--- src/rtl/rf_sched_pkg.sv ---
// Shared encodings for the register-file operand scheduler.
package rf_sched_pkg;

    typedef enum logic [1:0] {
        IDLE = 2'd0,
        RD_A = 2'd1,
        RD_B = 2'd2,
        DONE = 2'd3
    } rd_state_e;

    typedef enum logic {
        SRC_A = 1'b0,
        SRC_B = 1'b1
    } src_e;

endpackage

--- src/rtl/rf_wr_arb.sv ---
// Two-source round-robin write arbiter for the register-file write port.
module rf_wr_arb
    import rf_sched_pkg::*;
#(
    parameter int DEPTH = 4,
    parameter int WIDTH = 32
) (
    input  logic             clk,
    input  logic             clr,
    input  logic             wa_req,
    input  logic [DEPTH-1:0] wa_addr,
    input  logic [WIDTH-1:0] wa_data,
    output logic             wa_ack,
    input  logic             wb_req,
    input  logic [DEPTH-1:0] wb_addr,
    input  logic [WIDTH-1:0] wb_data,
    output logic             wb_ack,
    output logic             wr_en,
    output logic [DEPTH-1:0] w_addr,
    output logic [WIDTH-1:0] w_data
);

    src_e last_q;
    src_e last_d;

    always_comb begin
        wa_ack = 1'b0;
        wb_ack = 1'b0;
        last_d = last_q;
        // Grants are suppressed while clr is high, even though it is asynchronous.
        if (!clr) begin
            if (wa_req && wb_req) begin
                if (last_q == SRC_B) wa_ack = 1'b1;
                else                 wb_ack = 1'b1;
            end else if (wa_req) begin
                wa_ack = 1'b1;
            end else if (wb_req) begin
                wb_ack = 1'b1;
            end
        end
        if (wa_ack)      last_d = SRC_A;
        else if (wb_ack) last_d = SRC_B;

        wr_en  = wa_ack | wb_ack;
        w_addr = '0;
        w_data = '0;
        if (wa_ack) begin
            w_addr = wa_addr;
            w_data = wa_data;
        end else if (wb_ack) begin
            w_addr = wb_addr;
            w_data = wb_data;
        end
    end

    always_ff @(posedge clk or posedge clr) begin
        if (clr) last_q <= SRC_B;
        else     last_q <= last_d;
    end

endmodule

--- src/rtl/rf_sched.sv ---
// Operand-fetch FSM with write forwarding, sharing the register file with a write arbiter.
module rf_sched
    import rf_sched_pkg::*;
#(
    parameter int DEPTH = 4,
    parameter int WIDTH = 32
) (
    input  logic             clk,
    input  logic             clr,
    input  logic             rd_req,
    input  logic [DEPTH-1:0] rd_ra,
    input  logic [DEPTH-1:0] rd_rb,
    input  logic             rd_two,
    output logic             rd_busy,
    output logic [WIDTH-1:0] op_a,
    output logic [WIDTH-1:0] op_b,
    output logic             op_valid,
    input  logic             wa_req,
    input  logic [DEPTH-1:0] wa_addr,
    input  logic [WIDTH-1:0] wa_data,
    output logic             wa_ack,
    input  logic             wb_req,
    input  logic [DEPTH-1:0] wb_addr,
    input  logic [WIDTH-1:0] wb_data,
    output logic             wb_ack,
    output logic [DEPTH-1:0] rf_r_addr,
    input  logic [WIDTH-1:0] rf_r_data,
    output logic             rf_wr_en,
    output logic [DEPTH-1:0] rf_w_addr,
    output logic [WIDTH-1:0] rf_w_data
);

    rd_state_e        state_q, state_d;
    logic [DEPTH-1:0] ra_q, ra_d;
    logic [DEPTH-1:0] rb_q, rb_d;
    logic             two_q, two_d;
    logic [WIDTH-1:0] op_a_q, op_a_d;
    logic [WIDTH-1:0] op_b_q, op_b_d;

    rf_wr_arb #(.DEPTH(DEPTH), .WIDTH(WIDTH)) u_wr_arb (
        .clk     (clk),
        .clr     (clr),
        .wa_req  (wa_req),
        .wa_addr (wa_addr),
        .wa_data (wa_data),
        .wa_ack  (wa_ack),
        .wb_req  (wb_req),
        .wb_addr (wb_addr),
        .wb_data (wb_data),
        .wb_ack  (wb_ack),
        .wr_en   (rf_wr_en),
        .w_addr  (rf_w_addr),
        .w_data  (rf_w_data)
    );

    always_comb begin
        state_d   = state_q;
        ra_d      = ra_q;
        rb_d      = rb_q;
        two_d     = two_q;
        op_a_d    = op_a_q;
        op_b_d    = op_b_q;
        rf_r_addr = '0;
        op_valid  = 1'b0;
        case (state_q)
            IDLE: begin
                if (rd_req) begin
                    ra_d    = rd_ra;
                    rb_d    = rd_rb;
                    two_d   = rd_two;
                    state_d = RD_A;
                end
            end
            RD_A: begin
                rf_r_addr = ra_q;
                // A write landing on the same register this edge wins over the stale read.
                op_a_d = (rf_wr_en && rf_w_addr == ra_q) ? rf_w_data : rf_r_data;
                if (two_q) begin
                    state_d = RD_B;
                end else begin
                    op_b_d  = '0;
                    state_d = DONE;
                end
            end
            RD_B: begin
                rf_r_addr = rb_q;
                op_b_d    = (rf_wr_en && rf_w_addr == rb_q) ? rf_w_data : rf_r_data;
                state_d   = DONE;
            end
            DONE: begin
                op_valid = 1'b1;
                state_d  = IDLE;
            end
            default: state_d = IDLE;
        endcase
    end

    always_ff @(posedge clk or posedge clr) begin
        if (clr) begin
            state_q <= IDLE;
            ra_q    <= '0;
            rb_q    <= '0;
            two_q   <= 1'b0;
            op_a_q  <= '0;
            op_b_q  <= '0;
        end else begin
            state_q <= state_d;
            ra_q    <= ra_d;
            rb_q    <= rb_d;
            two_q   <= two_d;
            op_a_q  <= op_a_d;
            op_b_q  <= op_b_d;
        end
    end

    assign rd_busy = (state_q != IDLE);
    assign op_a    = op_a_q;
    assign op_b    = op_b_q;

endmodule
--- config.mk ---
export PLATFORM = sky130hd
export DESIGN_NAME = rf_sched
export DESIGN_NICKNAME = d
export VERILOG_FILES = /design/src/rtl/rf_sched_pkg.sv /design/src/rtl/rf_wr_arb.sv /design/src/rtl/rf_sched.sv
export SDC_FILE = /design/constraint.sdc
export NUM_CORES = 1
export LEC_CHECK = 0
export ABC_AREA = 1
export CAP_MARGIN = 30
export CORE_MARGIN = 2
export CORE_UTILIZATION = 47
export CTS_BUF_LIST = sky130_fd_sc_hd__clkbuf_4
export DETAILED_ROUTE_END_ITERATION = 7
export PLACE_DENSITY = 0.95
export SLEW_MARGIN = 20
export SYNTH_ARGS = -nofsm -noshare
export SYNTH_HDL_FRONTEND = slang
export SYNTH_HIERARCHICAL = 1
export SYNTH_SLANG_ARGS = --single-unit
--- constraint.sdc ---
create_clock -name clk -period 4.1 [get_ports clk]
set_clock_uncertainty 0.1 [all_clocks]
set_input_delay 0.82 -clock clk [delete_from_list [all_inputs] [get_ports clk]]
set_output_delay 0.82 -clock clk [all_outputs]
set_load 0.05 [all_outputs]
==> impl_metrics.py <==
metrics = {
    "cells_and_area": {
        "fin_area_um2": 7840,
        "drive_above_1_share_pct": 10.3,
        "final_nets": 1056,
        "area_delta_synth_final_pct": 55.1,
        "nFillCells": 755,
        "fin_cells": 1075,
    },
    "pwr": {
        "power.density_nw_per_um2": 694,
        "p_leak_nw": 3.86,
        "peakVddDrop_uv": 464,
    },
    "synth": {
        "synthFlopType": "dfrtp_1",
        "yosysUniqueCellTypes": 25,
        "syn-cell-area_um2": 5050,
        "avgSynthCellArea_um2": 6.88,
        "synth_commonest_cells": "nand2_1, nand3_1, nand4_1",
        "synthTopCellsByArea": "dfrtp_1, nand2_1, nand4_1",
        "synth_fa_ha_area_share_pct": 1.24,
        "syn_nets": 857,
        "async_flop_share_pct": 100,
        "yosysSeqAreaShare_pct": 37.7,
        "synth-simple-area-share_pct": 45.7,
        "synth.most_common_cell": "nand2_1",
        "ys_seq_elements": 76,
        "synth.area.mux_share_pct": 0.223,
        "synthCells": 734,
        "synth_top_family_by_area": "simple AND/OR/NAND/NOR gates",
        "synth-compound-area-share_pct": 1.91,
        "synth_edf_count": 0,
        "yosysTopAreaCell": "dfrtp_1",
        "synth_xor_area_share_pct": 0,
        "synth_top_cell_area_share_pct": 37.2,
        "yosys_warnings": 6,
    },
    "hold_path": {
        "hold_depth": 2,
        "min_from": "op_b[19]$_DFFE_PP0P_",
        "hp-class": "register to register",
        "hold_end": "op_b[19]$_DFFE_PP0P_",
    },
    "global_routing": {
        "grt_max_degree": 34,
        "grt_util_all_layers_pct": 33.3,
        "antenna_found_initial": 0,
        "grt_pass1_vias": 5975,
        "grt_first_pass_wirelength_um": 29700,
        "globalRoute.totalOverflow": 0,
    },
    "detailed_routing": {
        "vias": 6196,
        "dr.pass1.iters": 8,
        "drcViolationCount": 4,
        "vias_per_cell": 5.76,
        "wl_per_cell_um": 18.3,
        "ant_nets": 0,
        "drt_wl_total_um": 19600,
        "drt_iter0_drc": 457,
    },
    "place": {
        "port-buffer-count": 226,
        "placedCellCount": 1058,
        "hpwl_um": 14300,
        "dp_worst_setup_slack_ps": 459,
        "placed_cell_area_um2": 7670,
        "place.gp.congestion": 0.859,
    },
    "clocking": {
        "insertion_delay_ps": 390,
        "cts_max_path_buffers": 2,
        "cts_resized": 0,
        "postCtsSetupBuffers": 0,
        "numCtsBuffers": 9,
        "hold_buffers": 0,
        "cts_tree": "yes",
        "path_clk_slew_ps": 120,
        "cts.sinks": 76,
        "cts-root-buf": "clkbuf_4",
        "ctsHtreeMaxLevel": 3,
    },
    "setup_path": {
        "r2r-start": "state_q[1]$_DFFE_PP0P_",
        "end_kind": "output port",
        "crit_cells": 7,
        "required_ps": 3180,
        "crit_family": "buffers and inverters",
        "critPathLaunchType": "primary input",
        "reg2reg_depth": 9,
        "crit_type": "primary input to output port",
        "ff2ff_setup_slack_ps": 1150,
        "cp_slowest_cell": "clkdlybuf4s50_1",
        "critPathArrivalTime_ps": 2740,
        "crit_buf_inv": 4,
        "crit_chain": "clkdlybuf4s50_1 > inv_1 > nor2_4 > buf_4 > nand3_1 > nand2_1 > buf_12",
        "cpPeakStageDelay_ps": 510,
        "r2r_end": "op_b[1]$_DFFE_PP0P_",
        "crit_path_max_fanout": 21,
    },
    "sta": {
        "relSlewSlack_pct": 55.0,
        "min_period_over_period_pct": 89.4,
        "setup_tns_ps": 0,
        "rsz0062_at_grt": "no",
        "timing.hold.ws_ps": 392,
        "fin_crit_ps": 3660,
        "final_max_slew_viol_count": 0,
        "setup_viol": 0,
        "hold_viol": 0,
        "worstMarginPinSlew_ps": 673,
        "fin_ws_ps": 436,
        "max_freq_mhz": 273,
    },
    "floorplanning": {
        "die_area_um2": 11600,
        "die_h_um": 108,
        "core_um2": 10400,
        "top_level_ports": 227,
        "start_util_pct": 48.7,
        "rows": 37,
        "fp.dieW_um": 108,
    },
    "flow_run": {
        "cap_viol_max_count": 0,
    },
    "run_status": {
        "outcome": "finished with violations",
        "violations": "DRC",
    },
}
-- cell usage in the layout (no fill, tap or decap), types with 4 or more instances in the layout --
| cell | instances |
|---|---|
| nand4_1 | 100 |
| buf_12 | 39 |
| nand2_1 | 268 |
| ha_1 | 4 |
| nand3_1 | 100 |
| a21oi_1 | 13 |
| clkbuf_4 | 10 |
| inv_2 | 9 |
| dfrtp_1 | 75 |
| inv_1 | 79 |
| nor2_4 | 5 |
| nor2_1 | 11 |
| clkdlybuf4s50_1 | 186 |
| buf_4 | 17 |
-- per-stage QoR --
stage | utilization (%) | total power [W]
after detailed placement | 74.0 | 0.00488
final | 75.6 | 0.00543
after global routing | 75.5 | 0.00569
after global placement | 74.0 | 0.00481
after CTS | 75.5 | 0.00542
after floorplan | - | 0.00363
-- kinds of logic after synthesis --
group | count (synthesis)
AND/OR/NAND/NOR | 490
buffers and inverters | 145
flip-flops | 76
AO/OA/AOI/OAI | 17
adder cells (fa/ha/maj) | 5
multiplexers | 1
-- cell type report --
| cell class | instances | area (um2) | area share (%) |
|---|---|---|---|
| diodes | 1 | 2.50 | 0.0319 |
| clock buffers | 10 | 75.1 | 0.958 |
| clock inverters | 6 | 88.8 | 1.13 |
| inverters | 90 | 342 | 4.36 |
| multi-input cells | 513 | 2480 | 31.6 |
| flip-flops and latches | 76 | 1900 | 24.3 |
| well taps | 136 | 170 | 2.17 |
| repair buffers | 243 | 2780 | 35.4 |
-- metal layers --
layer / GRT usage (%) / wire length [um] / part of all wire (%)
met1: 38.0 / 6900 / 35
met2: 58.6 / 9470 / 48
met3: 8.78 / 2400 / 12
met4: 14.0 / 862 / 4.4
met5: 0 / 0 / 0
-- power breakdown --
part           internal, W  leakage [nW]  switching (W)  total [W]
sequential         0.00109         0.957       0.000220    0.00131
clock             0.000254        0.0826       0.000275   0.000529
combinational      0.00111          2.82        0.00249    0.00360
total              0.00245          3.86        0.00298    0.00543
-- how the worst max path moves through the flow --
| stage | startpoint | end |
|---|---|---|
| after floorplan | wa_req | op_a[0]$_DFFE_PP0P_ |
| after detailed placement | clr | op_a[19]$_DFFE_PP0P_ |
| after global placement | clr | rf_w_data[22] |
| final | wa_req | rf_w_data[22] |
| after CTS | clr | rf_w_data[22] |
| after global routing | state_q[1]$_DFFE_PP0P_ | rf_r_addr[3] |
-- state kept, by name, indices dropped and copies added, names as in the netlist --
| register | flops |
|---|---|
| u_wr_arb/last_q | 1 |
| state_q | 2 |
| rb_q | 4 |
| ra_q | 4 |
| two_q | 1 |
| op_b | 32 |
| op_a | 32 |
-- tightest hold or removal path, stage by stage, from the launching register on --
cell,delay (ps)
dfrtp_1,370
nand2_1,50
nand2_1,50
No activity file was read; power rests on OpenSTA's default activity.
